===== config.mk =====
export PLATFORM = sky130hd
export DESIGN_NAME = maxnet_ctrl
export DESIGN_NICKNAME = d
export VERILOG_FILES = /design/src/rtl/maxnet_pkg.sv /design/src/rtl/maxnet_act_bank.sv /design/src/rtl/maxnet_ctrl.sv
export SDC_FILE = /design/constraint.sdc
export NUM_CORES = 2
export LEC_CHECK = 0
export ABC_AREA = 1
export BUFFER_PORTS_ARGS = -buffer_cell sky130_fd_sc_hd__buf_2
export CORE_AREA = 2 2 418 420
export CTS_CLUSTER_DIAMETER = 100
export DETAILED_ROUTE_END_ITERATION = 6
export DIE_AREA = 0 0 420 422
export PLACE_DENSITY = 0.56
export SLEW_MARGIN = 20
export SYNTH_ARGS = -nofsm -noshare
export SYNTH_HDL_FRONTEND = slang
export SYNTH_SLANG_ARGS = --single-unit

===== constraint.sdc =====
create_clock -name clk -period 2.8 [get_ports clk]
set_clock_uncertainty 0.1 [all_clocks]
set_input_delay 0.14 -clock clk [delete_from_list [all_inputs] [get_ports clk]]
set_output_delay 0.14 -clock clk [all_outputs]
set_load 0.01 [all_outputs]

===== src/rtl/maxnet_pkg.sv =====
// Shared constants, FSM state encoding and activation helpers for the Maxnet controller.
package maxnet_pkg;

    localparam int unsigned DW      = 32;
    localparam int unsigned N_LANES = 4;
    localparam int unsigned ROW_W   = 2;
    localparam int unsigned NZ_W    = 3;

    typedef enum logic [2:0] {
        ST_IDLE,
        ST_ISSUE,
        ST_WAIT_LO,
        ST_WAIT_HI,
        ST_NEXT,
        ST_UPDATE,
        ST_CHECK,
        ST_DONE
    } state_e;

    // ReLU on the PLU word: sign bit set means the result is dropped to zero.
    function automatic logic [DW-1:0] relu(input logic [DW-1:0] x);
        return x[DW-1] ? '0 : x;
    endfunction

    // Magnitude test only, so a negative zero is treated as zero.
    function automatic logic is_nonzero(input logic [DW-1:0] x);
        return |x[DW-2:0];
    endfunction

endpackage


===== src/rtl/maxnet_act_bank.sv =====
// Current and next activation banks: ReLU write port, bulk update, nonzero count and winner encode.
module maxnet_act_bank
    import maxnet_pkg::*;
(
    input  logic                    clk,
    input  logic                    rst,
    input  logic                    load,
    input  logic [N_LANES*DW-1:0]   load_data,
    input  logic                    wr_en,
    input  logic [ROW_W-1:0]        wr_idx,
    input  logic [DW-1:0]           wr_data,
    input  logic                    update,
    output logic [N_LANES*DW-1:0]   act,
    output logic [NZ_W-1:0]         nz_count_c,
    output logic [ROW_W-1:0]        winner_c
);

    logic [DW-1:0] act_q  [N_LANES];
    logic [DW-1:0] next_q [N_LANES];

    // next_q collects one row result per job; act_q only moves on the update strobe.
    always_ff @(posedge clk or negedge rst) begin
        if (!rst) begin
            for (int i = 0; i < int'(N_LANES); i++) begin
                act_q[i]  <= '0;
                next_q[i] <= '0;
            end
        end else if (load) begin
            for (int i = 0; i < int'(N_LANES); i++) begin
                act_q[i]  <= load_data[i*DW +: DW];
                next_q[i] <= '0;
            end
        end else begin
            if (wr_en) begin
                next_q[wr_idx] <= relu(wr_data);
            end
            if (update) begin
                for (int i = 0; i < int'(N_LANES); i++) begin
                    act_q[i] <= next_q[i];
                end
            end
        end
    end

    for (genvar g = 0; g < int'(N_LANES); g++) begin : g_act
        assign act[g*DW +: DW] = act_q[g];
    end

    // Scan from the top lane down so the lowest nonzero index is the last one written.
    always_comb begin
        nz_count_c = '0;
        winner_c   = '0;
        for (int i = int'(N_LANES) - 1; i >= 0; i--) begin
            if (is_nonzero(act_q[i])) begin
                nz_count_c = nz_count_c + NZ_W'(1);
                winner_c   = ROW_W'(i);
            end
        end
    end

endmodule


===== src/rtl/maxnet_ctrl.sv =====
// Maxnet competition controller: drives one PLU row job at a time until at most one activation survives.
module maxnet_ctrl
    import maxnet_pkg::*;
#(
    parameter int unsigned MAX_ITER = 64,
    parameter int unsigned IW       = 8
) (
    input  logic                    clk,
    input  logic                    rst,
    input  logic                    start,
    input  logic [16*DW-1:0]        w_mat,
    input  logic [N_LANES*DW-1:0]   a_init,
    output logic                    busy,
    output logic                    done,
    output logic [ROW_W-1:0]        winner,
    output logic                    no_winner,
    output logic                    timeout,
    output logic [IW-1:0]           iter_count,
    output logic                    err_overflow,
    output logic [N_LANES*DW-1:0]   a_out,
    output logic                    plu_start,
    output logic [N_LANES*DW-1:0]   plu_w,
    output logic [N_LANES*DW-1:0]   plu_a,
    input  logic [DW-1:0]           plu_out,
    input  logic                    plu_done,
    input  logic                    plu_overflow
);

    localparam logic [ROW_W-1:0] LAST_ROW = ROW_W'(N_LANES - 1);

    state_e                  state_q, state_d;
    logic [ROW_W-1:0]        row_q, row_d;
    logic [IW-1:0]           iter_d;
    logic [16*DW-1:0]        w_q, w_src;
    logic [N_LANES*DW-1:0]   plu_w_d;
    logic                    busy_d, done_d, plu_start_d, timeout_d, err_d, no_winner_d;
    logic [ROW_W-1:0]        winner_d;
    logic                    load_c, wr_en_c, update_c;
    logic [NZ_W-1:0]         nz_count_c;
    logic [ROW_W-1:0]        win_c;

    maxnet_act_bank u_bank (
        .clk        (clk),
        .rst        (rst),
        .load       (load_c),
        .load_data  (a_init),
        .wr_en      (wr_en_c),
        .wr_idx     (row_q),
        .wr_data    (plu_out),
        .update     (update_c),
        .act        (a_out),
        .nz_count_c (nz_count_c),
        .winner_c   (win_c)
    );

    // Activations only change on UPDATE, so they double as the PLU a-lanes.
    assign plu_a = a_out;

    // Next-state and next-output logic.
    always_comb begin
        state_d     = state_q;
        row_d       = row_q;
        iter_d      = iter_count;
        timeout_d   = timeout;
        err_d       = err_overflow;
        winner_d    = winner;
        no_winner_d = no_winner;
        load_c      = 1'b0;
        wr_en_c     = 1'b0;
        update_c    = 1'b0;

        case (state_q)
            ST_IDLE, ST_DONE: begin
                if (start) begin
                    load_c      = 1'b1;
                    row_d       = '0;
                    iter_d      = '0;
                    timeout_d   = 1'b0;
                    err_d       = 1'b0;
                    winner_d    = '0;
                    no_winner_d = 1'b0;
                    state_d     = ST_ISSUE;
                end
            end
            ST_ISSUE: state_d = ST_WAIT_LO;
            // A done level left over from the previous job must drop before a new capture.
            ST_WAIT_LO: begin
                if (!plu_done) begin
                    state_d = ST_WAIT_HI;
                end
            end
            ST_WAIT_HI: begin
                if (plu_done) begin
                    wr_en_c = 1'b1;
                    err_d   = err_overflow | plu_overflow;
                    state_d = ST_NEXT;
                end
            end
            ST_NEXT: begin
                if (row_q == LAST_ROW) begin
                    state_d = ST_UPDATE;
                end else begin
                    row_d   = row_q + ROW_W'(1);
                    state_d = ST_ISSUE;
                end
            end
            ST_UPDATE: begin
                update_c = 1'b1;
                iter_d   = iter_count + IW'(1);
                row_d    = '0;
                state_d  = ST_CHECK;
            end
            ST_CHECK: begin
                if (nz_count_c <= NZ_W'(1)) begin
                    state_d = ST_DONE;
                end else if (iter_count == IW'(MAX_ITER)) begin
                    timeout_d = 1'b1;
                    state_d   = ST_DONE;
                end else begin
                    state_d = ST_ISSUE;
                end
            end
            default: state_d = ST_IDLE;
        endcase

        if (state_q == ST_CHECK && state_d == ST_DONE) begin
            winner_d    = win_c;
            no_winner_d = (nz_count_c == '0);
        end

        plu_start_d = (state_d == ST_ISSUE);
        busy_d      = (state_d != ST_IDLE) && (state_d != ST_DONE);
        done_d      = (state_d == ST_DONE);
    end

    // Row mux; on the accepting cycle the weights come straight from the input bus.
    always_comb begin
        w_src   = load_c ? w_mat : w_q;
        plu_w_d = plu_w;
        if (state_d == ST_ISSUE) begin
            for (int i = 0; i < int'(N_LANES); i++) begin
                plu_w_d[i*DW +: DW] = w_src[(int'(row_d)*int'(N_LANES) + i)*DW +: DW];
            end
        end
    end

    always_ff @(posedge clk or negedge rst) begin
        if (!rst) begin
            state_q      <= ST_IDLE;
            row_q        <= '0;
            iter_count   <= '0;
            w_q          <= '0;
            plu_start    <= 1'b0;
            plu_w        <= '0;
            busy         <= 1'b0;
            done         <= 1'b0;
            timeout      <= 1'b0;
            err_overflow <= 1'b0;
            winner       <= '0;
            no_winner    <= 1'b0;
        end else begin
            state_q      <= state_d;
            row_q        <= row_d;
            iter_count   <= iter_d;
            if (load_c) begin
                w_q <= w_mat;
            end
            plu_start    <= plu_start_d;
            plu_w        <= plu_w_d;
            busy         <= busy_d;
            done         <= done_d;
            timeout      <= timeout_d;
            err_overflow <= err_d;
            winner       <= winner_d;
            no_winner    <= no_winner_d;
        end
    end

endmodule


==> impl_metrics.csv <==
group,metric,value,unit
cts,cts.sink_count,913,
timing,tightest_slew,1020,ps
job,maxCapViolCount,0,
setup_path,cp-end-kind,"flop",
die,die_h,422,um
route,viasPerCell,4.56,
pwr,power_leakage,30.5,nW
placed_design,io_buffer_count,1076,
pwr,vdd_drop_max,0.651,mV
route,wl_per_cell,21.1,um
final_layout,area_growth_syn_to_layout,46.4,%
cts,clock_path_buffers,3,
die,initial_core_util,0.256,
global_routing,grt_overflow_total,0,
run_status,status,"complete, but fails checks",
synth,ys_warn_count,0,
synth,synth.avg_cell_area,8.26,um2
route,ant_nets,0,
setup_path,crit_fanout,9,
synth,synthesis.nets,6047,
pwr,p_clk_frac,0.212,
synth,synth-seq-area-share,0.516,
placed_design,gp_congestion,0.893,
global_routing,track_usage,0.217,
die,die_area,177000,um2
synth,yosys.cell_types.count,41,
run_status,failed_checks,"setup timing",
timing,rsz0062_at_grt,"true",
setup_path,cpLargestDelayFamily,"simple AND/OR/NAND/NOR gates",
route,first_iter_violations,3032,
cts,cts_buffers,106,
synth,synth_edf_count,0,
die,io_pins,1077,
timing,fin_crit_sh,1.23,
final_layout,fillers,17400,
timing,slew_headroom,0.319,
setup_path,cpMostUsedCell,"nor2_4",
route,vias,43400,
final_layout,fin_util,0.375,
pwr,p_comb_frac,0.477,
setup_path,cp_cell_sequence,"nor4_2, nand4_1, nor3_2, buf_6, ha_4, xor2_2, inv_1, ha_4, inv_2, nor2_4, nor2_4, nand3_4, nand2_4, nor2_4, buf_6, buf_12, clkbuf_16, nand3_1, nand2_1",
timing,drv_slew,0,
pwr,p_switching,29.6,mW
setup_path,cp_slowest_cell,"dfrtp_1",
route,wl,201000,um
global_routing,grt_pass1_wl,287000,um
die,rows,153,
pwr,power.internal,41.0,mW
cts,cts_max_level,3,
setup_path,cpPeakStageDelay,390,ps
cts,clock_latency,770,ps
pwr,p_sw_frac,0.419,
final_layout,layout_common_cells,"buf_2 (1075), nand2_1 (972), dfrtp_1 (913)",
final_layout,drive_gt1_frac,0.239,
die,core,173000,um2
setup_path,path_class,"flop to flop",
synth,postSynthCellCount,5364,
route,drt_pre_antenna_iters,6,
placed_design,pre_cts_ws,-980,ps
synth,synth_area,44300,um2
pwr,p_seq_frac,0.311,
cts,path_clk_slew,60,ps
setup_path,worstPathArrival,4030,ps
synth,ys.flop_type,"dfrtp_1",
placed_design,post-dp-hpwl,139000,um
timing,layout_setup_ws,-640,ps
timing,min_period,3440,ps
global_routing,grt_pass1_vias,43900,
pwr,p_per_area,1090,nW/um2
die,die_x,420,um
global_routing,grt_max_degree,100,
synth,ys_seq_elements,913,
global_routing,antenna_found_initial,32,
synth,async_flop_share,1.00,
cts,cts_tree,"yes",
timing,final_hold_viol_count,0,
timing,setup_viol,137,
hold_path,hold_class,"primary input to flop",
final_layout,nets,7769,
setup_path,start_kind,"flop",
cts,cts_root_buffer,"clkbuf_16",
route,drc,0,
timing,tns,-78730,ps
final_layout,layout_commonest_cell,"buf_2",
setup_path,critPathBufInv,6,
setup_path,cp.required,3390,ps
timing,fmax,291,MHz
==> metal layers <==
| metal | global-route usage | vias up | share of wire | wire length [um] |
|---|---|---|---|---|
| met1 | 0.246 | 20800 | 0.38 | 76200 |
| met5 | 0 | - | 0.00034 | 68 |
| met3 | 0.0422 | 551 | 0.059 | 11800 |
| li1 | - | 20300 | - | - |
| met2 | 0.363 | 1753 | 0.48 | 96600 |
| met4 | 0.155 | 10 | 0.080 | 16000 |
==> kinds of logic after synthesis <==
group,after synthesis,synth area share
adder cells (fa/ha/maj),6,0.00169
AND/OR/NAND/NOR,2139,0.224
buffers and inverters,1192,0.122
XOR/XNOR,2,0.000395
flip-flops,913,0.516
AO/OA/AOI/OAI,1112,0.136
==> area by class of cell <==
type / instances / area [um2] / area share
Antenna cell: 25 / 62.6 / 0.000965
Multi-Input combinational cell: 3259 / 16500 / 0.254
Clock buffer: 154 / 3090 / 0.0477
Inverter: 719 / 2720 / 0.0419
Tap cell: 2325 / 2910 / 0.0449
Timing Repair Buffer: 2087 / 16100 / 0.248
Clock inverter: 46 / 673 / 0.0104
Sequential cell: 913 / 22800 / 0.352
==> per-stage QoR <==
| step | hold WS (ps) | instance area (um2) | cells | total power, mW |
|---|---|---|---|---|
| detailed placement | 137 | 53200 | 8591 | 53.3 |
| global route | 47.5 | 64800 | 9526 | 75.5 |
| CTS | 13.7 | 64000 | 9477 | 69.6 |
| finish | 89.6 | 64900 | 9528 | 70.6 |
| floorplan | -256 | 44400 | 5364 | 40.7 |
| global placement | 139 | 53200 | 8591 | 52.9 |
==> flip-flops by register name, indices dropped and copies added (netlist names), 2 cells and up <==
| signal | cells |
|---|---|
| iter_count | 8 |
| state_q | 3 |
| plu_w | 128 |
| u_bank.act | 128 |
| u_bank.next_q | 124 |
| w_q | 512 |
| winner | 2 |
| row_q | 2 |
==> worst register-to-register path, cell delays in order (launching register included) <==
cell and delay, ps:
dfrtp_1 390, nor4_2 310, nand4_1 200, nor3_2 280, buf_6 170, ha_4 220, xor2_2 150, inv_1 90
ha_4 270, inv_2 40, nor2_4 120, nor2_4 50, nand3_4 120, nand2_4 80, nor2_4 170, buf_6 130
buf_12 170, clkbuf_16 200, nand3_1 70, nand2_1 70
==> timing repair <==
item,4_1_cts,5_1_grt
setup endpoints to repair,137,147
pin swaps,21,41
setup buffers,4,8
gates resized for setup,25,72
cloned,2,17
hold buffers,680,2
endpoints found under the hold margin,1725,3
==> cell usage after synthesis (all sizes together) (2+ instances only) <==
cell | number | area [um2]
o22ai | 37 | 238
inv | 716 | 2690
nor2 | 208 | 808
buf | 358 | 2280
nor3 | 8 | 45.0
or2 | 512 | 3200
nor4 | 15 | 93.8
o21bai | 129 | 968
a211oi | 19 | 143
ha | 6 | 75.1
a22oi | 3 | 27.5
nand4 | 6 | 43.8
o21ai | 719 | 3600
xor2 | 2 | 17.5
nand3 | 403 | 2030
dfrtp | 913 | 22800
clkinv | 3 | 11.3
a21oi | 201 | 1010
a31oi | 2 | 12.5
nand2 | 985 | 3700
clkbuf | 115 | 432
==> power by group through the flow <==
stage / sequential (mW) / combinational, mW / clock [mW]
2_1_floorplan: 22.5 / 18.2 / 0
3_3_place_gp: 21.9 / 31.0 / 0
6_report: 22.0 / 33.7 / 15.0
4_1_cts: 21.9 / 32.4 / 15.3
5_1_grt: 22.5 / 37.2 / 15.8
3_5_place_dp: 22.0 / 31.3 / 0
==> final timing paths <==
kind	start	endpoint	slack, ps	cells past startpoint
worst max-delay path	u_bank.act[86]$_DFFE_PN0P_	plu_w[28]$_DFFE_PN0P_	-640	19
worst min-delay path	a_init[31]	u_bank.act[31]$_DFFE_PN0P_	90	4
worst max register to register	u_bank.act[86]$_DFFE_PN0P_	plu_w[28]$_DFFE_PN0P_	-640	19
worst min register to register	w_q[478]$_DFF_PN0_	w_q[478]$_DFF_PN0_	380	2
max in group asynchronous	rst	w_q[435]$_DFF_PN0_	1820	4
min in group asynchronous	rst	w_q[373]$_DFF_PN0_	320	3
Note: power is estimated with default switching activity, not from simulation.
